**src/rtl/rt_req_hold_if.sv**
```systemverilog
// Handshake bundle between the routing unit, the route request holder and the allocator.
// master drives routes/grants/tail events; slave is the holder presenting requests and paths.
interface rt_req_hold_if #(
  parameter int VCN = 2,
  parameter int SN  = 4,
  parameter int WCW = 8
);
  logic [VCN-1:0]     rt_vld;
  logic [VCN*SN-1:0]  rt_dir;
  logic [VCN-1:0]     rt_rdy;
  logic [VCN*SN-1:0]  req;
  logic [VCN-1:0]     gnt;
  logic [VCN-1:0]     tail_out;
  logic [VCN*SN-1:0]  path;
  logic [VCN*WCW-1:0] wait_cnt;
  logic [VCN-1:0]     err;

  modport master (
    output rt_vld, rt_dir, gnt, tail_out,
    input  rt_rdy, req, path, wait_cnt, err
  );

  modport slave (
    input  rt_vld, rt_dir, gnt, tail_out,
    output rt_rdy, req, path, wait_cnt, err
  );
endinterface

```
**src/rtl/rt_req_hold.sv**
```systemverilog
// Per-VC route request holder between routing calculation and switch/VC allocation.
// Define RT_ONEHOT_CHK_EN to reject non-one-hot routes and raise a sticky per-VC err.
module rt_req_hold #(
  parameter int VCN = 2,
  parameter int SN  = 4,
  parameter int WCW = 8
) (
  input logic          clk,
  input logic          rst_n,
  rt_req_hold_if.slave bus
);
  // state  | meaning
  // IDLE   | VC free, rt_rdy high, waiting for a route decision
  // REQ    | route held, request shown to allocator, wait counter running
  // ACTIVE | granted, path reserved until the packet's tail flit leaves
  localparam logic [1:0] ST_IDLE   = 2'd0;
  localparam logic [1:0] ST_REQ    = 2'd1;
  localparam logic [1:0] ST_ACTIVE = 2'd2;

  logic [VCN-1:0]     rdy_bits;
  logic [VCN-1:0]     err_bits;
  logic [VCN*SN-1:0]  req_bits;
  logic [VCN*SN-1:0]  path_bits;
  logic [VCN*WCW-1:0] cnt_bits;

  for (genvar v = 0; v < VCN; v++) begin : g_vc
    logic [1:0]     state;
    logic [SN-1:0]  dir_q;
    logic [SN-1:0]  dir_in;
    logic [WCW-1:0] cnt;
    logic           route_ok;

    assign dir_in = bus.rt_dir[v*SN +: SN];

`ifdef RT_ONEHOT_CHK_EN
    logic err_q;

    assign route_ok = $onehot(dir_in);

    // A malformed route is still consumed; only the flag records it.
    always_ff @(posedge clk or negedge rst_n) begin
      if (!rst_n) begin
        err_q <= 1'b0;
      end else if (state == ST_IDLE && bus.rt_vld[v] && !route_ok) begin
        err_q <= 1'b1;
      end
    end

    assign err_bits[v] = err_q;
`else
    assign route_ok    = 1'b1;
    assign err_bits[v] = 1'b0;
`endif

    always_ff @(posedge clk or negedge rst_n) begin
      if (!rst_n) begin
        state <= ST_IDLE;
        dir_q <= '0;
        cnt   <= '0;
      end else begin
        case (state)
          ST_IDLE: begin
            if (bus.rt_vld[v] && route_ok) begin
              state <= ST_REQ;
              dir_q <= dir_in;
              cnt   <= '0;
            end
          end
          ST_REQ: begin
            if (cnt != {WCW{1'b1}}) cnt <= cnt + 1'b1;
            if (bus.gnt[v]) state <= ST_ACTIVE;
          end
          ST_ACTIVE: begin
            if (bus.tail_out[v]) begin
              state <= ST_IDLE;
              dir_q <= '0;
              cnt   <= '0;
            end
          end
          default: begin
            state <= ST_IDLE;
            dir_q <= '0;
            cnt   <= '0;
          end
        endcase
      end
    end

    assign rdy_bits[v]                = (state == ST_IDLE);
    assign req_bits[v*SN +: SN]       = (state == ST_REQ)    ? dir_q : '0;
    assign path_bits[v*SN +: SN]      = (state == ST_ACTIVE) ? dir_q : '0;
    assign cnt_bits[v*WCW +: WCW]     = cnt;
  end

  assign bus.rt_rdy   = rdy_bits;
  assign bus.req      = req_bits;
  assign bus.path     = path_bits;
  assign bus.wait_cnt = cnt_bits;
  assign bus.err      = err_bits;
endmodule

```
**src/flat_wrapper.sv**
```systemverilog
// flat-port wrapper written by rule: the top's interface ports become plain ports
module rt_req_hold_flat 
#(
  parameter int VCN = 2,
  parameter int SN  = 4,
  parameter int WCW = 8
)
  (clk, rst_n, bus_rt_vld, bus_rt_dir, bus_gnt, bus_tail_out, bus_rt_rdy, bus_req, bus_path, bus_wait_cnt, bus_err);
  rt_req_hold_if #(.VCN(VCN), .SN(SN), .WCW(WCW)) bus_i ();
  input logic clk;
  input logic rst_n;
  input wire logic [$bits(bus_i.rt_vld)-1:0] bus_rt_vld;
  input wire logic [$bits(bus_i.rt_dir)-1:0] bus_rt_dir;
  input wire logic [$bits(bus_i.gnt)-1:0] bus_gnt;
  input wire logic [$bits(bus_i.tail_out)-1:0] bus_tail_out;
  output wire logic [$bits(bus_i.rt_rdy)-1:0] bus_rt_rdy;
  output wire logic [$bits(bus_i.req)-1:0] bus_req;
  output wire logic [$bits(bus_i.path)-1:0] bus_path;
  output wire logic [$bits(bus_i.wait_cnt)-1:0] bus_wait_cnt;
  output wire logic [$bits(bus_i.err)-1:0] bus_err;
  assign bus_i.rt_vld = bus_rt_vld;
  assign bus_i.rt_dir = bus_rt_dir;
  assign bus_i.gnt = bus_gnt;
  assign bus_i.tail_out = bus_tail_out;
  assign bus_rt_rdy = bus_i.rt_rdy;
  assign bus_req = bus_i.req;
  assign bus_path = bus_i.path;
  assign bus_wait_cnt = bus_i.wait_cnt;
  assign bus_err = bus_i.err;
  rt_req_hold #(.VCN(VCN), .SN(SN), .WCW(WCW)) u_core (.clk(clk), .rst_n(rst_n), .bus(bus_i));
endmodule
```
**config.mk**
```make
export PLATFORM = sky130hd
export DESIGN_NAME = rt_req_hold_flat
export DESIGN_NICKNAME = d
export VERILOG_FILES = /design/src/rtl/rt_req_hold_if.sv /design/src/rtl/rt_req_hold.sv /design/src/flat_wrapper.sv
export SDC_FILE = /design/constraint.sdc
export NUM_CORES = 1
export LEC_CHECK = 0
export CORE_UTILIZATION = 42
export DETAILED_ROUTE_END_ITERATION = 10
export PLACE_DENSITY_LB_ADDON = 0.1
export RECOVER_POWER = 100
export SKIP_CTS_REPAIR_TIMING = 1
export SYNTH_ARGS = -nofsm -noshare
export SYNTH_HDL_FRONTEND = slang
export SYNTH_SLANG_ARGS = --single-unit
export TNS_END_PERCENT = 5
```
**constraint.sdc**
```tcl
create_clock -name clk -period 1.6 [get_ports clk]
set_input_delay 0.24 -clock clk [delete_from_list [all_inputs] [get_ports clk]]
set_output_delay 0.24 -clock clk [all_outputs]
set_load 0.05 [all_outputs]
```
==> results summary <==
The flow ran to the end, and the final reports show no timing, DRC or antenna violations. The full die area is 0.00416 sq mm. The worst vdd rail ir drop is 1.33 mV. The instance count after placement with tap cells included came out at 288. The critical path ends at u_core.g_vc[1].cnt[0]$_DFFE_PN0P_. The number of primary I/O pins is 52. The vertical extent of the die is 64.5 microns. The simple-gate portion of the synthesized area is 0.258. The area of the core came out at 0.00372 sq mm. Once detail routing completed, the nets flagged for antenna violations numbered 0. The worst hold-check path type is input port to asynchronous set/reset pin. The sum of routed wire length over all layers is 4070 microns. At the pin with the least slew margin, the transition time is 0.698 ns.

The weighted congestion at the end of routability-driven global placement came out at 0.838. The share of the synthesized netlist area taken by xor and xnor gates is 0. Setup slack on the worst reg-to-reg path comes out at 0.03 ns. In this run the number of H-tree levels came out at 1.

The final instance count without filler cells is 293. The starting DRC count in detailed routing is 116. The final total negative setup slack came out at 0 ns. The design area is 0.00254 sq mm. The count of standard-cell rows is 22. Of the cells placed in the final design, the portion with a size suffix greater than 1 is 0.331. The mux cell area share after synthesis is 0.0137. Of the total synthesized cell area, the portion taken by full adders, half adders and majority gates is 0.0152. The required time at the endpoint of the critical path came out at 1.75 ns. From left edge to right edge, the die measures 64.5 microns. The tree is rooted in a clkbuf_8.

STA classifies the critical path endpoint as a flop. The clock insertion delay at the later pin of the skew report is 0.27 ns. The first-pass iteration count of the detailed router is 4.

The number of slew-limit violations in the final report is 0. The total power of the final layout came out at 0.00450 W. The first-pass GRT wire length is 6690 microns. The global-route total usage across every layer is 0.203. The time the final worst path needs with I/O delays and setup came out at 1.57 ns. The maximum clock frequency came out at 0.638 GHz. The number of maximum-capacitance constraint violations came out at 0.

The compound-cell area share of the yosys netlist came out at 0.229. In the routed layout, each cell is associated on average with a via count of 5.46. The number of antenna violations at the first check in global routing is 0.

STA classifies the critical path startpoint as a flop. The combinational family with the most area after synthesis is simple AND/OR/NAND/NOR gates. After detailed routing, the number of remaining DRC violations is 0. The synthesized netlist cell count came out at 183.

The number of global-route vias before repair is 1463. The power per cell area is 1770 mW/mm^2. The setup clock skew after layout came out at 0.000835 ns. The total of warnings raised by yosys is 0. The worst setup path is of the flop to flop kind. The analysis attributes to cell leakage a power of 1.13 nW. The layout overhead on the synthesized area came out at 54.6%. Buffers inserted during clock tree synthesis total 3. The count of final setup violators is 0. The largest buffer count on any clock path is 2. The net count of the finished layout is 265.

The half-perimeter wire length of the detailed placement result came out at 3040 microns. The number of failing hold endpoints at the final stage came to 0. The endpoint identified for the worst register-to-register timing path is u_core.g_vc[1].cnt[0]$_DFFE_PN0P_. The number of flops mapped to enable cells by yosys is 0. The share of the yosys chip area belonging to registers came out at 0.427. The TritonCTS sink count is 28. The synthesis-stage register bit count came out at 28.

The start point of the critical path is u_core.g_vc[1].cnt[1]$_DFFE_PN0P_. The number of cells on the worst reg-to-reg path is 5. The clock-pin slew on the worst setup and hold paths came out at 0.09 ns. The number of antenna diodes came out at 0.

The post-placement cell area is 0.00243 sq mm. TritonCTS built the clock tree. The source of the worst register-to-register timing path is u_core.g_vc[1].cnt[1]$_DFFE_PN0P_. The synthesized netlist contains 42 unique library cells. The final global-route overflow total is 0.

The most used flip-flop cell after synthesis is dfrtp_1. Entering global routing, the biggest net connects 29 pins. The worst path arrival time is 1.72 ns.

The final route contains 1601 vias. In the synthesized netlist the async set-or-reset flop fraction comes to 1.00. The starting utilization of the core area is 0.442. The tightest hold path in the finished design has a slack of 0.538 ns. The detailed-route wire length per cell came out at 13.9 microns. The part of the cycle the worst path needs is 0.980. The combined area of all synthesized cells is 0.00164 sq mm. The average instance in the mapped netlist occupies 8.97 sq um. The count of buffers from port buffering came out at 49. Setup repair after global routing could not meet its margin everywhere. The headroom to the max-slew limit is 0.535. The worst-path maximum fanout came out at 4.
[stage by stage]
step,setup slack (ns),utilization
after floorplan,-0.166,-
after global placement,-0.0486,0.655
after detailed placement,-0.0745,0.655
after CTS,-0.130,0.666
after global routing,-0.0202,0.683
final,0.0316,0.683
[power breakdown]
part | switching [W] | internal (W) | leakage [nW]
clock | 0.000201 | 0.000169 | 0.0216
combinational | 0.00162 | 0.00123 | 0.749
sequential | 0.000320 | 0.000962 | 0.361
[how the worst min path moves through the flow]
stage                                                   start                             endpoint  slack, ns  cells after the start
final                                                   rst_n    u_core.g_vc[0].cnt[7]$_DFFE_PN0P_       0.54                      2
after global routing                               bus_gnt[0]  u_core.g_vc[0].state[0]$_DFFE_PN0P_       0.57                      2
after CTS                                               rst_n    u_core.g_vc[1].cnt[3]$_DFFE_PN0P_       0.36                      2
after detailed placement  u_core.g_vc[1].dir_q[3]$_DFFE_PN0P_  u_core.g_vc[1].dir_q[3]$_DFFE_PN0P_       0.52                      2
after global placement    u_core.g_vc[0].dir_q[3]$_DFFE_PN0P_  u_core.g_vc[0].dir_q[3]$_DFFE_PN0P_       0.50                      2
after floorplan                                         rst_n    u_core.g_vc[0].cnt[0]$_DFFE_PN0P_      -0.06                      0
[critical path, cell delays in order, from the launching register on]
cell,delay [ns]
dfrtp_2,0.45
ha_4,0.17
and3_4,0.17
and3_4,0.16
or2_4,0.24
mux2_2,0.26
[Yosys cell counts (all sizes together), types with 2 or more instances]
master	instances	area share
nor2b	5	0.019
o211ai	2	0.0091
o31ai	2	0.0091
dfrtp	28	0.43
o22ai	4	0.015
o21a	2	0.0091
and2	15	0.057
nor2	13	0.030
nand2b	4	0.020
o21ai	13	0.040
clkbuf	4	0.0091
a31oi	5	0.019
nand3	7	0.021
inv	7	0.016
a211o	2	0.011
a211oi	3	0.014
ha	2	0.015
a22o	5	0.027
nand2	24	0.055
buf	5	0.030
a21oi	9	0.027
mux2	2	0.014
and3	6	0.030
[final cells by class]
cell class / count / area [sq um]
inverter: 7 / 26.3
fill: 303 / 1180
sequential: 28 / 711
tap: 48 / 60.1
multi-input combinational: 140 / 912
timing repair buffer: 67 / 788
clock buffer: 3 / 41.3
[flip-flops by register name (all words and copies together) (netlist names)]
register	flops
u_core.g_vc.cnt	16
u_core.g_vc.state	4
u_core.g_vc.dir_q	8
[cells by family after synthesis]
logic type      count (synthesis)
buf+inv                        16
flops                          28
fa+ha+maj                       2
compound gates                 54
simple gates                   80
mux                             2
other cells                     1
[per-layer routing]
metal	vias to the layer above	routed length, microns	share of wire	track usage
met4	0	24	0.0059	0.0444
met1	780	1690	0.42	0.236
li1	771	-	-	-
met5	-	0	0	0
met2	48	2180	0.54	0.380
met3	2	173	0.043	0.0405
[cells in the final DEF (no fill, tap or decap), types with 2 or more instances in the layout]
master / count
buf_12: 20
dfrtp_1: 20
a31oi_1: 5
o21ai_0: 12
a211oi_1: 3
nand3_1: 6
buf_4: 31
nand2b_1: 3
nand2_1: 24
o22ai_1: 4
nor2b_4: 4
clkdlybuf4s50_1: 14
mux2_2: 2
nor2_1: 12
a22o_1: 5
o31ai_1: 2
a211o_1: 2
and3_4: 2
and3_1: 3
o211ai_1: 2
and2_1: 15
inv_1: 7
o21a_1: 2
clkbuf_8: 3
dfrtp_2: 8
conb_1: 2
a21oi_1: 8
Note: power is estimated with default switching activity, not from simulation.
==> patch 1, RTL diff (same flow settings) <==
`WCW` is set to 8 in 3 places; all go to 9.
--- a/src/rtl/rt_req_hold_if.sv
+++ b/src/rtl/rt_req_hold_if.sv
@@ -3,7 +3,7 @@
 interface rt_req_hold_if #(
   parameter int VCN = 2,
   parameter int SN  = 4,
-  parameter int WCW = 8
+  parameter int WCW = 9
 );
   logic [VCN-1:0]     rt_vld;
   logic [VCN*SN-1:0]  rt_dir;
--- a/src/rtl/rt_req_hold.sv
+++ b/src/rtl/rt_req_hold.sv
@@ -3,7 +3,7 @@
 module rt_req_hold #(
   parameter int VCN = 2,
   parameter int SN  = 4,
-  parameter int WCW = 8
+  parameter int WCW = 9
 ) (
   input logic          clk,
   input logic          rst_n,
--- a/src/flat_wrapper.sv
+++ b/src/flat_wrapper.sv
@@ -3,7 +3,7 @@
 #(
   parameter int VCN = 2,
   parameter int SN  = 4,
-  parameter int WCW = 8
+  parameter int WCW = 9
 )
   (clk, rst_n, bus_rt_vld, bus_rt_dir, bus_gnt, bus_tail_out, bus_rt_rdy, bus_req, bus_path, bus_wait_cnt, bus_err);
   rt_req_hold_if #(.VCN(VCN), .SN(SN), .WCW(WCW)) bus_i ();
Interface: changed (resized bus_wait_cnt); port bits go from 52 to 54. The function was not compared with the original's and may differ.
==> patch 1 against the unedited design <==
- the run now ends with setup timing left
- sequential cell count rose by 2
- design area rose by 14%
- synthesized area fell by 1.1%
- wire length rose by 19%
- total power rose by 7.6%
- first-iteration DRC count fell by 66%
- via count rose by 2.4%
- worst setup slack got worse by 390 ps
- sequential power fell by 5%
- critical path type unchanged
- largest power group unchanged
==> patch 1: results (changes against the unedited design) <==
| Metric | Value |
|---|---|
| Final WS setup | -355 ps (-386 ps) |
| TritonCTS buffer count | 5 (+2) |
| Met1 Use GR | 27.0% (+3.4 points) |
| Fill cell count | 248 (-18%) |
| First-pass GRT wire length | 7330 um (+9.6%) |
| Placed cell areas | 2610 sq um (+7.3%) |
| Synth area leaders | dfrtp_1 (46%), and2_1 (7.3%), nand2_1 (5.6%) |
| Setup Viol. Count Final | 26 (+26) |
| Worst skew pair latency | 290 ps (+20 ps) |
| Worst Skew | 12.5 ps (+11.6 ps) |
| Maximum vdd drop | 1.25 mV (-5.8%) |
| Outcome | complete, but fails checks |
| NetSw | 2.12 mW (-1.0%) |
| Failing checks | setup timing |
| Place WS | -280 ps (-206 ps) |
| Layout Nets | 282 (+6.4%) |
| Yosys cell types | 33 (-21%) |
| Post-Syn Area per Cell | 9.43 sq um (+5.2%) |
| Total Wirelength | 4830 um (+19%) |
| Met3 Use GR | 6.25% (+2.2 points) |
| Non-clock buffer count | 90 (+34%) |
| Worst-path clk slew | 70 ps (-20 ps) |
| Clock share of power | 15.8% (+7.6 points) |
| Routability Congestion | 0.817 (-2.5%) |
| H-tree levels | 2 (+1) |
==> patch 1: changes by cell type after synthesis, sizes merged, moves of 3 or more <==
| cell | delta |
|---|---|
| xor2 | +10 |
| a21oi | -7 |
| o2111ai | +6 |
| a31oi | -5 |
| inv | -5 |
| o21ai | -5 |
| and2 | +4 |
| nor2 | +4 |
| o22ai | -4 |
| nor2b | -3 |
| o211ai | +3 |
==> patch 1: layer usage <==
metal,part of all wire [%],up-vias
met5,0,-
met4,1.3,0
met3,4.0,7
met2,55,44
met1,40,808
li1,-,780
==> patch 1: cells by family after synthesis <==
group | count (synthesis) | synth area share (%)
AO/OA/AOI/OAI | 33 | 14.9
multiplexers | 2 | 1.39
buffers and inverters | 10 | 2.93
adder cells (fa/ha/maj) | 4 | 3.08
other | 1 | 0.231
XOR/XNOR | 10 | 5.40
AND/OR/NAND/NOR | 82 | 25.8
flip-flops | 30 | 46.3
==> patch 2, RTL diff (config.mk and constraints unchanged) <==
Without the edit above. The option `RT_ONEHOT_CHK_EN` is turned on by a define.
--- a/src/rtl/rt_req_hold.sv
+++ b/src/rtl/rt_req_hold.sv
@@ -1,5 +1,7 @@
 // Per-VC route request holder between routing calculation and switch/VC allocation.
 // Define RT_ONEHOT_CHK_EN to reject non-one-hot routes and raise a sticky per-VC err.
+`define RT_ONEHOT_CHK_EN
+
 module rt_req_hold #(
   parameter int VCN = 2,
   parameter int SN  = 4,
Check against the original RTL: not equivalent (Yosys sat finds a counterexample within 4 cycles, from zero or initial values and one cycle with rst_n low).
==> patch 2 against the unedited design <==
- worst setup slack worse by 420 ps
- die area grew 8.0%
- design area increased by 8.0%
- total power is 20% lower
- synthesized area increased by 8.3%
- via count rose by 4.8%
- utilization decreased by 0.27 points
- clock power increased by 56%
- the flow now finishes with violations (setup timing)
- count of clock-buffer cells in the layout up 2
- maximum frequency decreased by 21%
- largest power group unchanged
- sequential cell count grew 2
- critical path depth up 3
- critical endpoint is now u_core.g_vc[0].cnt[5]$_DFFE_PN0P_
- wire length grew 9.8%
==> patch 2: results (changes against the unedited design) <==
| Metric | Value |
|---|---|
| Worst path arrival time | 2160 ps (+440 ps) |
| Maximum vdd drop | 0.896 mV (-32%) |
| Final WS setup | -393 ps (-424 ps) |
| P_int | 2.09 mW (-12%) |
| Non-Filler Instances | 300 (+2.4%) |
| H-tree levels | 2 (+1) |
| Cells after Synth | 180 (-1.6%) |
| Vias per cell | 5.59 (+2.4%) |
| Layout Nets | 276 (+4.2%) |
| IO Port Bufs | 51 (+4.1%) |
| Yosys cell types | 46 (+9.5%) |
| Crit-path max FO | 7 (+3) |
| Worst skew pair latency | 280 ps |
| Outcome | complete, but fails checks |
| Iteration-0 DRC Markers | 176 (+52%) |
| Routability Congestion | 0.846 (+0.95%) |
| Gr usage total | 21.8% (+1.4 points) |
| Setup Viol. Count Final | 34 (+34) |
| Layout cell share with drive strength beyond 1 | 35.2% (+2.1 points) |
| Largest net degree at the start of global routing | 31 (+6.9%) |
| Vias in the first global route | 1,618 (+11%) |
| Failing checks | setup timing |
| Worst Skew | 6.03 ps (+5.19 ps) |
| Placed cell count | 292 (+1.4%) |
| Root Buffer | clkbuf_8 |
| Worst hold path type | in2reg |
| Synth area leaders | dfrtp_1 (42%), and2_1 (6.3%), ha_1 (5.6%) |
| Post-synth top cells | dfrtp_1 (30), and2_1 (18), a21oi_1 (11), nor2_1 (11), nand2_1 (9) |
| TritonCTS buffer count | 5 (+2) |
| Worst-path clk slew | 70 ps (-20 ps) |
| Total Wirelength | 4470 um (+9.8%) |
| Residual DRC | 0 (unchanged) |
| Hpwl dp | 3440 um (+13%) |
| Max_slew headroom | 48.5% (-5.0 points) |
| First-pass GRT wire length | 7220 um (+7.9%) |
| LEAKAGE | 1.24 nW (+9.8%) |
| Part of the Yosys area used for sequential elements | 42.2% (-0.46 points) |
## patch 2: per-layer routing
| metal | global-route usage [%] | routed length, um | vias to the layer above |
|---|---|---|---|
| met2 | 37.6 | 2360 | 52 |
| met4 | 9.04 | 25 | 0 |
| met5 | 0 | 0 | - |
| met1 | 25.2 | 1860 | 819 |
| met3 | 5.31 | 224 | 2 |
| li1 | - | - | 805 |
## patch 2: power by group through the flow
stage	sequential, mW	combinational (mW)	clock, mW
floorplan	1.26	0.903	0
global placement	1.08	1.91	0
detailed placement	1.10	1.96	0
CTS	1.08	1.97	0.598
global route	1.11	2.07	0.634
finish	1.09	1.94	0.577
## patch 2: final timing paths
path	from	end	slack, ps	cells past startpoint
min in group asynchronous	rst_n	u_core.g_vc[0].cnt[5]$_DFFE_PN0P_	560	2
max in group asynchronous	rst_n	u_core.g_vc[1].cnt[5]$_DFFE_PN0P_	550	2
setup / recovery	bus_rt_dir[1]	u_core.g_vc[0].cnt[5]$_DFFE_PN0P_	-390	8
hold / removal	bus_rt_dir[4]	u_core.g_vc[1].dir_q[0]$_DFFE_PN0P_	240	2
setup reg to reg	u_core.g_vc[0].cnt[0]$_DFFE_PN0P_	u_core.g_vc[0].cnt[5]$_DFFE_PN0P_	50	5
hold reg to reg	u_core.g_vc[0].err_q$_DFFE_PN0P_	u_core.g_vc[0].err_q$_DFFE_PN0P_	480	1
## patch 2: area by class of cell
cell class / count / area [sq um]
clock buffers: 5 / 68.8
clock inverters: 2 / 10.0
fillers: 339 / 1290
inverters: 5 / 18.8
multi-input cells: 135 / 1080
flip-flops and latches: 30 / 751
well taps: 50 / 62.6
repair buffers: 73 / 754
## patch 2: logic make-up (layout without fill, tap and decap cells)
| family | after synthesis | count (layout) | synth area share (%) |
|---|---|---|---|
| and+or+nand+nor | 67 | 67 | 21.7 |
| adders and majority gates | 10 | 10 | 7.88 |
| DFF | 30 | 30 | 42.2 |
| AOI/OAI and AO/OA | 58 | 58 | 24.3 |
| buffers and inverters | 15 | 85 | 3.80 |
## patch 2: through the flow
stage / power (mW) / TNS (ps) / setup slack, ps / instance area, sq um
floorplan: 2.17 / -10190 / -476 / 1820
global placement: 3.00 / -26170 / -1030 / 2670
detailed placement: 3.06 / -27460 / -1100 / 2670
CTS: 3.65 / -20000 / -806 / 2750
global route: 3.82 / -9860 / -444 / 2740
finish: 3.61 / -7280 / -393 / 2740
## patch 2: critical path: stages
cell and delay (ps):
buf_8 100, ha_4 230, ha_4 150, fa_1 480, nor3b_4 230, a221o_1 250, o21ai_4 110, a221o_1 350
